### config.mk
export PLATFORM = sky130hd
export DESIGN_NAME = config_memory_unit
export DESIGN_NICKNAME = d
export VERILOG_FILES = /design/src/rtl/config_memory_unit.sv
export SDC_FILE = /design/constraint.sdc
export NUM_CORES = 1
export LEC_CHECK = 0
export ABC_CLOCK_PERIOD_IN_PS = 2600
export BUFFER_PORTS_ARGS = -buffer_cell sky130_fd_sc_hd__buf_2
export CAP_MARGIN = 20
export CORE_ASPECT_RATIO = 0.6
export CORE_MARGIN = 1.5
export CORE_UTILIZATION = 55
export DETAILED_ROUTE_END_ITERATION = 7
export GPL_ROUTABILITY_DRIVEN = 0
export HOLD_SLACK_MARGIN = 0.05
export MAX_ROUTING_LAYER = met4
export PLACE_DENSITY = 0.83
export SLEW_MARGIN = 20
export SYNTH_ARGS = -nofsm -noshare
export SYNTH_HDL_FRONTEND = slang
export SYNTH_SLANG_ARGS = --single-unit
### constraint.sdc
create_clock -name clk -period 2.6 [get_ports clk]
set_input_delay 0.26 -clock clk [delete_from_list [all_inputs] [get_ports clk]]
set_output_delay 0.26 -clock clk [all_outputs]
set_load 0.05 [all_outputs]
### src/rtl/config_memory_unit.sv
// Configuration memory: captures a config word on a write_en rising edge, validates it,
// then commits it to the active settings (or rejects it) and exposes the committed fields.
module config_memory_unit #(
   parameter logic [7:0] TEMP_MIN  = 8'd10,
   parameter logic [7:0] TEMP_MAX  = 8'd35,
   parameter logic [7:0] LIGHT_MAX = 8'd100
) (
   input  logic        clk,
   input  logic        arst,
   input  logic        write_en,
   input  logic [34:0] configin,
   output logic [1:0]  syskey,
   output logic        busy,
   output logic        write_done,
   output logic        write_err,
   output logic [7:0]  temp_set,
   output logic [7:0]  light_lvl,
   output logic [7:0]  alarm_delay,
   output logic [7:0]  dev_mask,
   output logic [7:0]  write_count,
   input  logic [1:0]  rd_sel,
   output logic [7:0]  rd_data
);

   typedef enum logic [1:0] {IDLE, CHECK, COMMIT, REJECT} state_t;

   state_t      state_q, state_d;
   logic        we_q, we_d;
   logic [34:0] shadow_q, shadow_d;
   logic        busy_q, busy_d;
   logic        done_q, done_d;
   logic        err_q, err_d;
   logic [1:0]  syskey_q, syskey_d;
   logic [7:0]  temp_set_q, temp_set_d;
   logic [7:0]  light_lvl_q, light_lvl_d;
   logic [7:0]  alarm_delay_q, alarm_delay_d;
   logic [7:0]  dev_mask_q, dev_mask_d;
   logic [7:0]  write_count_q, write_count_d;
   logic [7:0]  rd_data_q, rd_data_d;

   logic [7:0] sh_temp, sh_light, sh_delay;
   logic       shadow_ok;

   assign sh_temp   = shadow_q[31:24];
   assign sh_light  = shadow_q[23:16];
   assign sh_delay  = shadow_q[15:8];
   assign shadow_ok = (sh_temp >= TEMP_MIN) && (sh_temp <= TEMP_MAX) &&
                      (sh_light <= LIGHT_MAX) && (sh_delay != 8'd0);

   always_comb begin
      state_d       = state_q;
      we_d          = write_en;
      shadow_d      = shadow_q;
      busy_d        = busy_q;
      done_d        = 1'b0;
      err_d         = 1'b0;
      syskey_d      = syskey_q;
      temp_set_d    = temp_set_q;
      light_lvl_d   = light_lvl_q;
      alarm_delay_d = alarm_delay_q;
      dev_mask_d    = dev_mask_q;
      write_count_d = write_count_q;

      case (state_q)
         IDLE: begin
            // Edges arriving in any other state are dropped, not queued.
            if (write_en && !we_q) begin
               shadow_d = configin;
               busy_d   = 1'b1;
               state_d  = CHECK;
            end
         end
         CHECK: state_d = shadow_ok ? COMMIT : REJECT;
         COMMIT: begin
            temp_set_d    = shadow_q[31:24];
            light_lvl_d   = shadow_q[23:16];
            alarm_delay_d = shadow_q[15:8];
            dev_mask_d    = shadow_q[7:0];
            if (shadow_q[34]) syskey_d = shadow_q[33:32];
            if (write_count_q != 8'hFF) write_count_d = write_count_q + 8'd1;
            done_d  = 1'b1;
            busy_d  = 1'b0;
            state_d = IDLE;
         end
         REJECT: begin
            err_d   = 1'b1;
            busy_d  = 1'b0;
            state_d = IDLE;
         end
         default: state_d = IDLE;
      endcase

      case (rd_sel)
         2'd0:    rd_data_d = temp_set_q;
         2'd1:    rd_data_d = light_lvl_q;
         2'd2:    rd_data_d = alarm_delay_q;
         default: rd_data_d = dev_mask_q;
      endcase
   end

   // we_q resets high so a write_en held through reset must drop before it can trigger.
   always_ff @(posedge clk or negedge arst) begin
      if (!arst) begin
         state_q       <= IDLE;
         we_q          <= 1'b1;
         shadow_q      <= '0;
         busy_q        <= 1'b0;
         done_q        <= 1'b0;
         err_q         <= 1'b0;
         syskey_q      <= 2'b00;
         temp_set_q    <= 8'd22;
         light_lvl_q   <= 8'd0;
         alarm_delay_q <= 8'd30;
         dev_mask_q    <= 8'd0;
         write_count_q <= 8'd0;
         rd_data_q     <= 8'd0;
      end else begin
         state_q       <= state_d;
         we_q          <= we_d;
         shadow_q      <= shadow_d;
         busy_q        <= busy_d;
         done_q        <= done_d;
         err_q         <= err_d;
         syskey_q      <= syskey_d;
         temp_set_q    <= temp_set_d;
         light_lvl_q   <= light_lvl_d;
         alarm_delay_q <= alarm_delay_d;
         dev_mask_q    <= dev_mask_d;
         write_count_q <= write_count_d;
         rd_data_q     <= rd_data_d;
      end
   end

   assign syskey      = syskey_q;
   assign busy        = busy_q;
   assign write_done  = done_q;
   assign write_err   = err_q;
   assign temp_set    = temp_set_q;
   assign light_lvl   = light_lvl_q;
   assign alarm_delay = alarm_delay_q;
   assign dev_mask    = dev_mask_q;
   assign write_count = write_count_q;
   assign rd_data     = rd_data_q;

endmodule

==> flow_summary_export.csv, run 1 <==
group,metric,value,unit
run_status,outcome,"finished clean",
route,drt_iter0_markers,121,
clocking,cts_max_level,3,
die,initial_core_util,58.35,%
logic_synthesis,synthCells,221,
timing,slew-limit-headroom,53.65,%
logic_synthesis,yosys.area.top_type,"dfrtp_1",
timing,period_minus_slack,1.855,ns
die,die-area,7142,um^2
worst_hold_path,hold_start,"configin[1]",
worst_setup_path,crit_path_start,"write_en",
timing,rsz0062_at_grt,"no",
clocking,cts_tree,"done",
route,drc,0,
timing,hold_viol,0,
worst_setup_path,startpoint_type,"input port",
die,fp.coreArea,6248,um^2
worst_setup_path,cpMaxStageDelayCell,"dlygate4sd3_1",
logic_synthesis,netlist-cell-type-count,32,
timing,fmax,538.9,MHz
grt,first_global_vias,2183,
cells_and_area,fin_cells,409,
route,final_antenna_net_count,0,
grt,overflow,0,
logic_synthesis,synth-seq-cells,91,
worst_setup_path,critPathKind,"input port to register",
route,num_vias,2181,
grt,antenna_found_initial,0,
placement,pre_cts_ws,0.8489,ns
logic_synthesis,synth.top_cells.by_count,"dfrtp_1 (83), mux2_2 (69), dfstp_2 (8), mux4_2 (8), nand2_1 (7)",
logic_synthesis,ys_seq_area_share,62.73,%
cells_and_area,fill_cells,432,
worst_setup_path,required,2.83,ns
die,fp.dieW,108.1,um
logic_synthesis,async_flop_share,100.0,%
worst_setup_path,cpPeakStageDelay,0.52,ns
timing,tightest_slew,0.6953,ns
worst_setup_path,crit_arrival,2.09,ns
die,io_pins,93,
placement,portBuffers,92,
clocking,clockRootBuffer,"clkbuf_8",
clocking,ctsResizeCount,0,
grt,grt_max_degree,56,
worst_setup_path,cp_num_buf_inv,3,
die,row_count,22,
logic_synthesis,synth_edf_count,0,
timing,finalCritPeriodShare,71.37,%
timing,slew_viol_final,0,
grt,track_usage,23.33,%
route,viasPerCell,5.333,
logic_synthesis,syn_nets,262,
placement,hpwl,5106,um
logic_synthesis,syn_avg_cell_area,16.50,um^2
clocking,cts_setup_buffers,0,
grt,grt_pass1_wl,11630,um
route,wl_per_cell,17.71,um
logic_synthesis,synth_area_leaders,"dfrtp_1 (57%), mux2_2 (21%), dfstp_2 (5.8%), mux4_2 (4.9%), buf_6 (1.9%)",
logic_synthesis,synth-warning-count,0,
cells_and_area,antennaDiodeCount,0,
cells_and_area,fin_nets,361,
timing,layout_setup_ws,0.7445,ns
placement,dp_cells,391,
worst_setup_path,cp-end-kind,"register",
logic_synthesis,yosysTopAreaCellShare,56.97,%
worst_setup_path,r2r-start,"state_q[0]$_DFFE_PN0P_",
logic_synthesis,synthFlopType,"dfrtp_1",
clocking,cts_buffer_depth,2,
logic_synthesis,synth_most_common_cell,"dfrtp_1",
clocking,clock-sinks,91,
worst_setup_path,critPathTopFamily,"buffers and inverters",
die,dieHeight,66.07,um
timing,fin_skew,0.01005,ns
clocking,clock_latency,0.35,ns
clocking,cts_buffers,9,
timing,setup_viol,0,
logic_synthesis,syn_area,3646,um^2
cells_and_area,syn_to_final_growth,21.07,%
route,wl,7243,um
clocking,clk_pin_slew_worst_paths,0.08,ns
worst_setup_path,path_max_fanout,27,
worst_setup_path,crit_chain,"dlygate4sd3_1, buf_2, nand2b_4, nor3_4, buf_12, mux2_2",
clocking,cts_hold_buf,2,
route,dr.pass1.iters,4,
timing,finalSetupTns,0,ns
flow_run,drv_cap,0,
worst_hold_path,worstHoldPathType,"input port to register",
cells_and_area,drive_above_1_share,61.23,%
[worst reg2reg max path: cells and delay by family (launching register included)]
family	cells	cell delay, ns
mux	1	0.38
buf+inv	1	0.26
simple gates	1	0.54
flops	1	0.48
[final cells by class]
cell class	instances	area [um^2]	area share, %
flip-flops and latches	91	2287	51.81
multi-input cells	120	1277	28.94
repair buffers	97	543.0	12.30
clock buffers	14	162.7	3.685
well taps	84	105.1	2.381
clock inverters	2	35.03	0.7937
inverters	1	3.754	0.08503
[per-stage QoR]
step                      hold WS [ns]  instance area, um^2  util (%)
after CTS                       0.1261                 4414     70.64
after global placement          0.3480                 4197     67.16
final                           0.1374                 4414     70.64
after floorplan               -0.03559                 3646         -
after global routing            0.1176                 4414     70.64
after detailed placement        0.3509                 4197     67.16
[registers in the layout, indices dropped and copies added, names as in the netlist, 2 cells and up]
name,flops
dev_mask,8
state_q,2
alarm_delay,8
light_lvl,8
syskey,2
shadow_q,35
temp_set,8
write_count,8
rd_data,8
[layout by cell type, fill, tap and decap left out, types with 2 or more instances in the layout]
master,instances
mux4_2,8
nand2_1,7
clkbuf_1,3
buf_2,91
o21a_1,2
xor2_1,2
dlygate4sd3_1,2
mux2_2,69
nor2b_1,2
dfrtp_1,83
nor4_1,2
clkbuf_8,11
and3_1,2
dfstp_2,8
nand4_1,3
buf_12,3
a21oi_1,2
xnor2_1,5
[path summary, 6_finish.rpt]
kind                                            to  slack, ns  cells past startpoint
setup reg to reg           shadow_q[6]$_DFFE_PN0P_       0.83                      3
setup / recovery           shadow_q[6]$_DFFE_PN0P_       0.74                      6
max in group asynchronous           we_q$_DFF_PN1_       1.40                      3
hold reg to reg                   busy$_DFFE_PN0P_       0.50                      1
min in group asynchronous    syskey[0]$_DFFE_PN0P_       0.50                      2
hold / removal             shadow_q[1]$_DFFE_PN0P_       0.14                      2
[cell families (layout without fill, tap and decap cells)]
kind of cell,count (synthesis),after routing,share of synthesized area (%)
DFF,91,91,62.73
muxes,77,77,26.25
and+or+nand+nor,26,26,4.530
buffers and inverters,10,114,2.436
AOI/OAI and AO/OA,9,9,2.025
xor gates and xnor gates,7,7,1.682
adders and majority gates,1,1,0.3431
[metal layers]
layer | vias to the layer above | track usage [%] | wire length [um]
met5 | - | - | 0
met4 | 0 | 6.086 | 56
met3 | 8 | 6.601 | 373
met2 | 60 | 31.57 | 3081
met1 | 1118 | 34.71 | 3732
li1 | 995 | - | -
Power of run 1 is not shown: default switching activity piles up to over one toggle a cycle in this logic, so the estimate is an artifact.
==> run 2, diff against run 1 <==
--- a/config.mk
+++ b/config.mk
@@ -5,17 +5,17 @@
 export SDC_FILE = /design/constraint.sdc
 export NUM_CORES = 1
 export LEC_CHECK = 0
-export ABC_CLOCK_PERIOD_IN_PS = 2600
+export ABC_CLOCK_PERIOD_IN_PS = 1900
 export BUFFER_PORTS_ARGS = -buffer_cell sky130_fd_sc_hd__buf_2
 export CAP_MARGIN = 20
 export CORE_ASPECT_RATIO = 0.6
 export CORE_MARGIN = 1.5
-export CORE_UTILIZATION = 55
+export CORE_UTILIZATION = 52
 export DETAILED_ROUTE_END_ITERATION = 7
 export GPL_ROUTABILITY_DRIVEN = 0
 export HOLD_SLACK_MARGIN = 0.05
 export MAX_ROUTING_LAYER = met4
-export PLACE_DENSITY = 0.83
+export PLACE_DENSITY = 0.79
 export SLEW_MARGIN = 20
 export SYNTH_ARGS = -nofsm -noshare
 export SYNTH_HDL_FRONTEND = slang
==> constraint.sdc (replaced) <==
create_clock -name clk -period 1.9 [get_ports clk]
set_input_delay 0.19 -clock clk [delete_from_list [all_inputs] [get_ports clk]]
set_output_delay 0.19 -clock clk [all_outputs]
set_load 0.05 [all_outputs]
==> run 2 against run 1 <==
Critical path depth shrank 1. First-iteration DRC count shrank 37%. Global-route usage shrank 1.6 points. Flip-flop and latch count is the same. Design area grew 2.1%. Via count grew 1.1%. Utilization shrank 3.7 points. Non-clock buffer count grew 3. Hold slack lost 0.054 ns. Critical endpoint is now write_count[7]$_DFFE_PN0P_. Highest routed layer unchanged. Cell count grew 1.5%.
==> flow_summary_export.csv, run 2 (synthesis gave the netlist of run 1 again) <==
group,metric,value,unit
worst_setup_path,crit_arrival,1.80,ns
die,row_count,23,
placement,postPlaceCellArea,4198,um^2
placement,pre_cts_ws,0.3763,ns
route,drc,0,
flow_run,drv_cap,0,
worst_setup_path,required,2.12,ns
cells_and_area,drive_above_1_share,61.59,%
route,wl_per_cell,17.74,um
route,num_vias,2206,
worst_setup_path,rrSetupSlack,0.32,ns
clocking,cts_buffers,9,
timing,period_minus_slack,1.577,ns
grt,antenna_found_initial,0,
clocking,cts_buffer_depth,2,
worst_setup_path,cp-end-kind,"register",
worst_hold_path,worstHoldPathType,"input port to register",
grt,first_global_vias,2143,
clocking,cts_max_level,3,
clocking,cts_setup_buffers,0,
timing,rsz0062_at_grt,"no",
timing,finalSetupTns,0,ns
cells_and_area,mostFrequentLayoutCell,"buf_2",
worst_setup_path,reg2reg_depth,5,
die,fp.coreArea,6734,um^2
timing,fmax,634.2,MHz
timing,slew-limit-headroom,69.33,%
cells_and_area,antennaDiodeCount,0,
worst_setup_path,cpMaxStageDelayCell,"dfrtp_1",
grt,overflow,0,
worst_setup_path,worst_r2r_endpoint,"write_count[7]$_DFFE_PN0P_",
timing,slew_viol_final,0,
timing,tightest_slew,0.4559,ns
timing,layout_setup_ws,0.3233,ns
cells_and_area,final_cell_mix,"buf_2 (91), dfrtp_1 (83), mux2_2 (69)",
die,initial_core_util,54.14,%
route,viasPerCell,5.316,
run_status,outcome,"finished clean",
cells_and_area,fin_nets,364,
placement,portBuffers,92,
die,fp.dieW,111.1,um
cells_and_area,stdcell_area,4508,um^2
worst_setup_path,r2r-start,"state_q[1]$_DFFE_PN0P_",
clocking,clock_latency,0.33,ns
worst_setup_path,critPathKind,"register to register",
placement,hpwl,5283,um
worst_setup_path,crit_path_start,"state_q[1]$_DFFE_PN0P_",
cells_and_area,syn_to_final_growth,23.64,%
worst_setup_path,crit_chain,"nor2b_4, buf_4, o21a_4, nand4_1, xnor2_1",
cells_and_area,largest-register,"shadow_q",
timing,hold_viol,0,
clocking,clockRootBuffer,"clkbuf_16",
route,drt_iter0_markers,76,
grt,grt_max_degree,40,
die,io_pins,93,
timing,fin_skew,0.005800,ns
worst_setup_path,cpPeakStageDelay,0.48,ns
grt,grt_pass1_wl,11600,um
worst_hold_path,whs_path_depth,2,
die,die-area,7539,um^2
worst_setup_path,cp-endpoint,"write_count[7]$_DFFE_PN0P_",
clocking,clk_pin_slew_worst_paths,0.06,ns
worst_setup_path,path_max_fanout,21,
grt,track_usage,21.78,%
route,final_antenna_net_count,0,
worst_setup_path,startpoint_type,"register",
clocking,clock-sinks,91,
timing,finalCritPeriodShare,82.98,%
route,dr.pass1.iters,4,
route,wl,7362,um
cells_and_area,largest_reg_flops,35,
timing,setup_viol,0,
timing,hold_slack,0.08337,ns
die,dieHeight,67.86,um
clocking,cts_tree,"done",
[run 2: per-stage QoR]
stage / std cells / utilization (%)
6_report: 415 / 66.95
3_3_place_gp: 397 / 62.34
5_1_grt: 415 / 66.95
3_5_place_dp: 397 / 62.34
2_1_floorplan: 221 / -
4_1_cts: 415 / 66.95
[run 2: how the worst min path moves through the flow]
| stage | slack [ns] | to | startpoint |
|---|---|---|---|
| finish | 0.08 | shadow_q[8]$_DFFE_PN0P_ | configin[8] |
| global route | 0.08 | shadow_q[1]$_DFFE_PN0P_ | configin[1] |
| CTS | 0.08 | shadow_q[14]$_DFFE_PN0P_ | configin[14] |
| detailed placement | 0.17 | shadow_q[33]$_DFFE_PN0P_ | arst |
| global placement | 0.16 | shadow_q[32]$_DFFE_PN0P_ | arst |
| floorplan | -0.11 | alarm_delay[0]$_DFFE_PN0P_ | arst |
[run 2: layout make-up]
type	instances	area, um^2
clock buffers	13	250.2
clock inverters	3	40.04
fillers	484	2226
inverters	1	3.754
multi-input cells	120	1277
flip-flops and latches	91	2287
well taps	87	108.9
repair buffers	100	540.5
[run 2: what timing repair did]
action	4_1_cts	5_1_grt
hold buffers	2	0
hold endpoints to repair	30	0
gates resized for setup	0	0
[run 2: per-layer routing]
metal / track usage, % / wire, um / part of all wire, %
met5: - / 0 / 0
met4: 5.222 / 34 / 0.46
met3: 7.440 / 444 / 6.0
met2: 30.71 / 3236 / 44
met1: 30.72 / 3646 / 50
[run 2: critical path: cells and delay by family (launching register included)]
kind | cells | cell delay (ns)
buf+inv | 1 | 0.30
simple gates | 2 | 0.33
flops | 1 | 0.48
compound gates | 1 | 0.21
xor+xnor | 1 | 0.14
Power of run 2 is left out for the same reason.
==> run 3, diff against run 2 <==
--- a/config.mk
+++ b/config.mk
@@ -5,7 +5,7 @@
 export SDC_FILE = /design/constraint.sdc
 export NUM_CORES = 1
 export LEC_CHECK = 0
-export ABC_CLOCK_PERIOD_IN_PS = 1900
+export ABC_CLOCK_PERIOD_IN_PS = 1500
 export BUFFER_PORTS_ARGS = -buffer_cell sky130_fd_sc_hd__buf_2
 export CAP_MARGIN = 20
 export CORE_ASPECT_RATIO = 0.6
==> constraint.sdc (replaced) <==
create_clock -name clk -period 1.5 [get_ports clk]
set_input_delay 0.15 -clock clk [delete_from_list [all_inputs] [get_ports clk]]
set_output_delay 0.15 -clock clk [all_outputs]
set_load 0.05 [all_outputs]
==> run 3 against run 2 <==
Non-clock buffer count up 27. Global-route usage up 1.3 points. Hold slack worse by 0.026 ns. Cell count increased by 6.5%. Register-to-register slack got worse by 0.29 ns. Critical path depth unchanged. Highest routed layer unchanged. Clock-buffer cell count increased by 1. Die area did not move. Largest cell class unchanged. Design area is 7.3% higher. Flip-flop and latch count stayed put.
==> flow_summary_export.csv, run 3 (synthesis gave the netlist of run 1 again) <==
group,metric,value,unit
run_status,outcome,"finished clean",
clocking,clk_pin_slew_worst_paths,0.06,ns
cells_and_area,syn_to_final_growth,32.64,%
die,io_pins,93,
worst_hold_path,worstHoldPathType,"input port to register",
placement,portBuffers,92,
clocking,clock-sinks,91,
route,viasPerCell,5.328,
timing,finalCritPeriodShare,97.76,%
clocking,cts_buffer_depth,2,
timing,period_minus_slack,1.466,ns
clocking,clockRootBuffer,"clkbuf_16",
timing,setup_viol,0,
timing,fmax,681.9,MHz
timing,slew-limit-headroom,69.20,%
cells_and_area,largest-register,"shadow_q",
placement,postPlaceCellArea,4232,um^2
grt,overflow,0,
cells_and_area,stdcell_area,4836,um^2
timing,hold_viol,0,
cells_and_area,fin_nets,391,
die,fp.dieW,111.1,um
die,dieHeight,67.86,um
worst_setup_path,crit_chain,"nand2b_4, nor3_4, buf_6, clkbuf_16, mux2_2",
worst_setup_path,cpPeakStageDelay,0.36,ns
placement,hpwl,5529,um
worst_setup_path,required,1.73,ns
route,drt_iter0_markers,141,
power_and_ir_drop,p_per_area,2558,nW/um^2
cells_and_area,fin_util,71.81,%
flow_run,drv_cap,0,
grt,grt_max_degree,52,
grt,first_global_vias,2258,
timing,finalSetupTns,0,ns
grt,antenna_found_initial,0,
route,drc,0,
die,row_count,23,
worst_setup_path,path_max_fanout,6,
cells_and_area,antennaDiodeCount,0,
worst_setup_path,cpMaxStageDelayCell,"dfstp_2",
clocking,clock_latency,0.34,ns
die,initial_core_util,54.14,%
power_and_ir_drop,peakVddDrop,1.259,mV
worst_setup_path,cp-end-kind,"register",
grt,grt_pass1_wl,12260,um
die,die-area,7539,um^2
timing,fin_skew,0.007705,ns
clocking,cts_tree,"done",
timing,tightest_slew,0.4578,ns
worst_setup_path,critPathKind,"register to register",
route,wl_per_cell,18.70,um
cells_and_area,final_cell_mix,"buf_2 (90), dfrtp_1 (77), mux2_2 (69)",
route,dr.pass1.iters,4,
clocking,cts_max_level,3,
route,num_vias,2355,
worst_setup_path,startpoint_type,"register",
cells_and_area,mostFrequentLayoutCell,"buf_2",
die,fp.coreArea,6734,um^2
route,final_antenna_net_count,0,
timing,rsz0062_at_grt,"no",
worst_setup_path,crit_arrival,1.69,ns
grt,track_usage,23.04,%
clocking,cts_buffers,9,
timing,slew_viol_final,0,
cells_and_area,largest_reg_flops,35,
power_and_ir_drop,power,12.37,mW
power_and_ir_drop,p_leak,2.232,nW
route,wl,8265,um
cells_and_area,drive_above_1_share,60.56,%
==> run 3: report_power, final <==
group / switching [mW] / total, mW / internal, mW
logic: 3.51 / 5.51 / 2.00
registers: 0.971 / 4.72 / 3.75
clock network: 0.886 / 2.14 / 1.25
total: 5.37 / 12.4 / 7.00
==> run 3: area by class of cell <==
cell class	instances	area [um^2]
repair buffers	127	867.1
fillers	463	1898
inverters	1	3.754
flip-flops and latches	91	2295
clock buffers	14	274.0
clock inverters	2	10.01
well taps	87	108.9
multi-input cells	120	1277
==> run 3: critical path: cells and delay by family, from the launching register on <==
family	cells	cell delay (ns)
multiplexers	1	0.33
AND/OR/NAND/NOR	2	0.33
flip-flops	1	0.36
buffers and inverters	2	0.33
==> run 3: metal layers <==
metal,track usage [%],part of all wire (%),wire length [um],up-vias
met3,7.352,6.1,508,10
li1,-,-,-,1070
met4,6.646,1.0,83,0
met2,33.02,44,3624,69
met1,31.96,49,4048,1206
met5,-,0,0,-
==> run 3: path summary, 6_finish.rpt <==
path | from | endpoint | slack (ns) | cells after the start
hold / removal | configin[32] | shadow_q[32]$_DFFE_PN0P_ | 0.06 | 2
min in group asynchronous | arst | syskey[0]$_DFFE_PN0P_ | 0.19 | 2
max in group asynchronous | arst | temp_set[4]$_DFFE_PN1P_ | 0.67 | 3
hold reg to reg | write_count[7]$_DFFE_PN0P_ | write_count[7]$_DFFE_PN0P_ | 0.49 | 1
setup reg to reg | we_q$_DFF_PN1_ | shadow_q[34]$_DFFE_PN0P_ | 0.03 | 5
setup / recovery | we_q$_DFF_PN1_ | shadow_q[34]$_DFFE_PN0P_ | 0.03 | 5
==> run 3: timing repair <==
| item | in CTS | in global routing |
|---|---|---|
| endpoints found under the setup margin | 0 | 31 |
| hold buffers | 22 | 1 |
| hold endpoints to repair | 104 | 1 |
| resized for setup | 0 | 7 |
| setup buffers | 0 | 1 |
==> run 3: metrics by stage <==
step / setup slack, ns / instances / hold slack, ns
2_1_floorplan: 0.003644 / 221 / -0.1456
3_3_place_gp: 0.1098 / 399 / 0.008332
3_5_place_dp: 0.03713 / 399 / 0.008364
4_1_cts: 0.01523 / 437 / 0.05189
5_1_grt: 0.001145 / 442 / 0.05231
6_report: 0.03360 / 442 / 0.05705
Power figures use the tool's default switching activity.
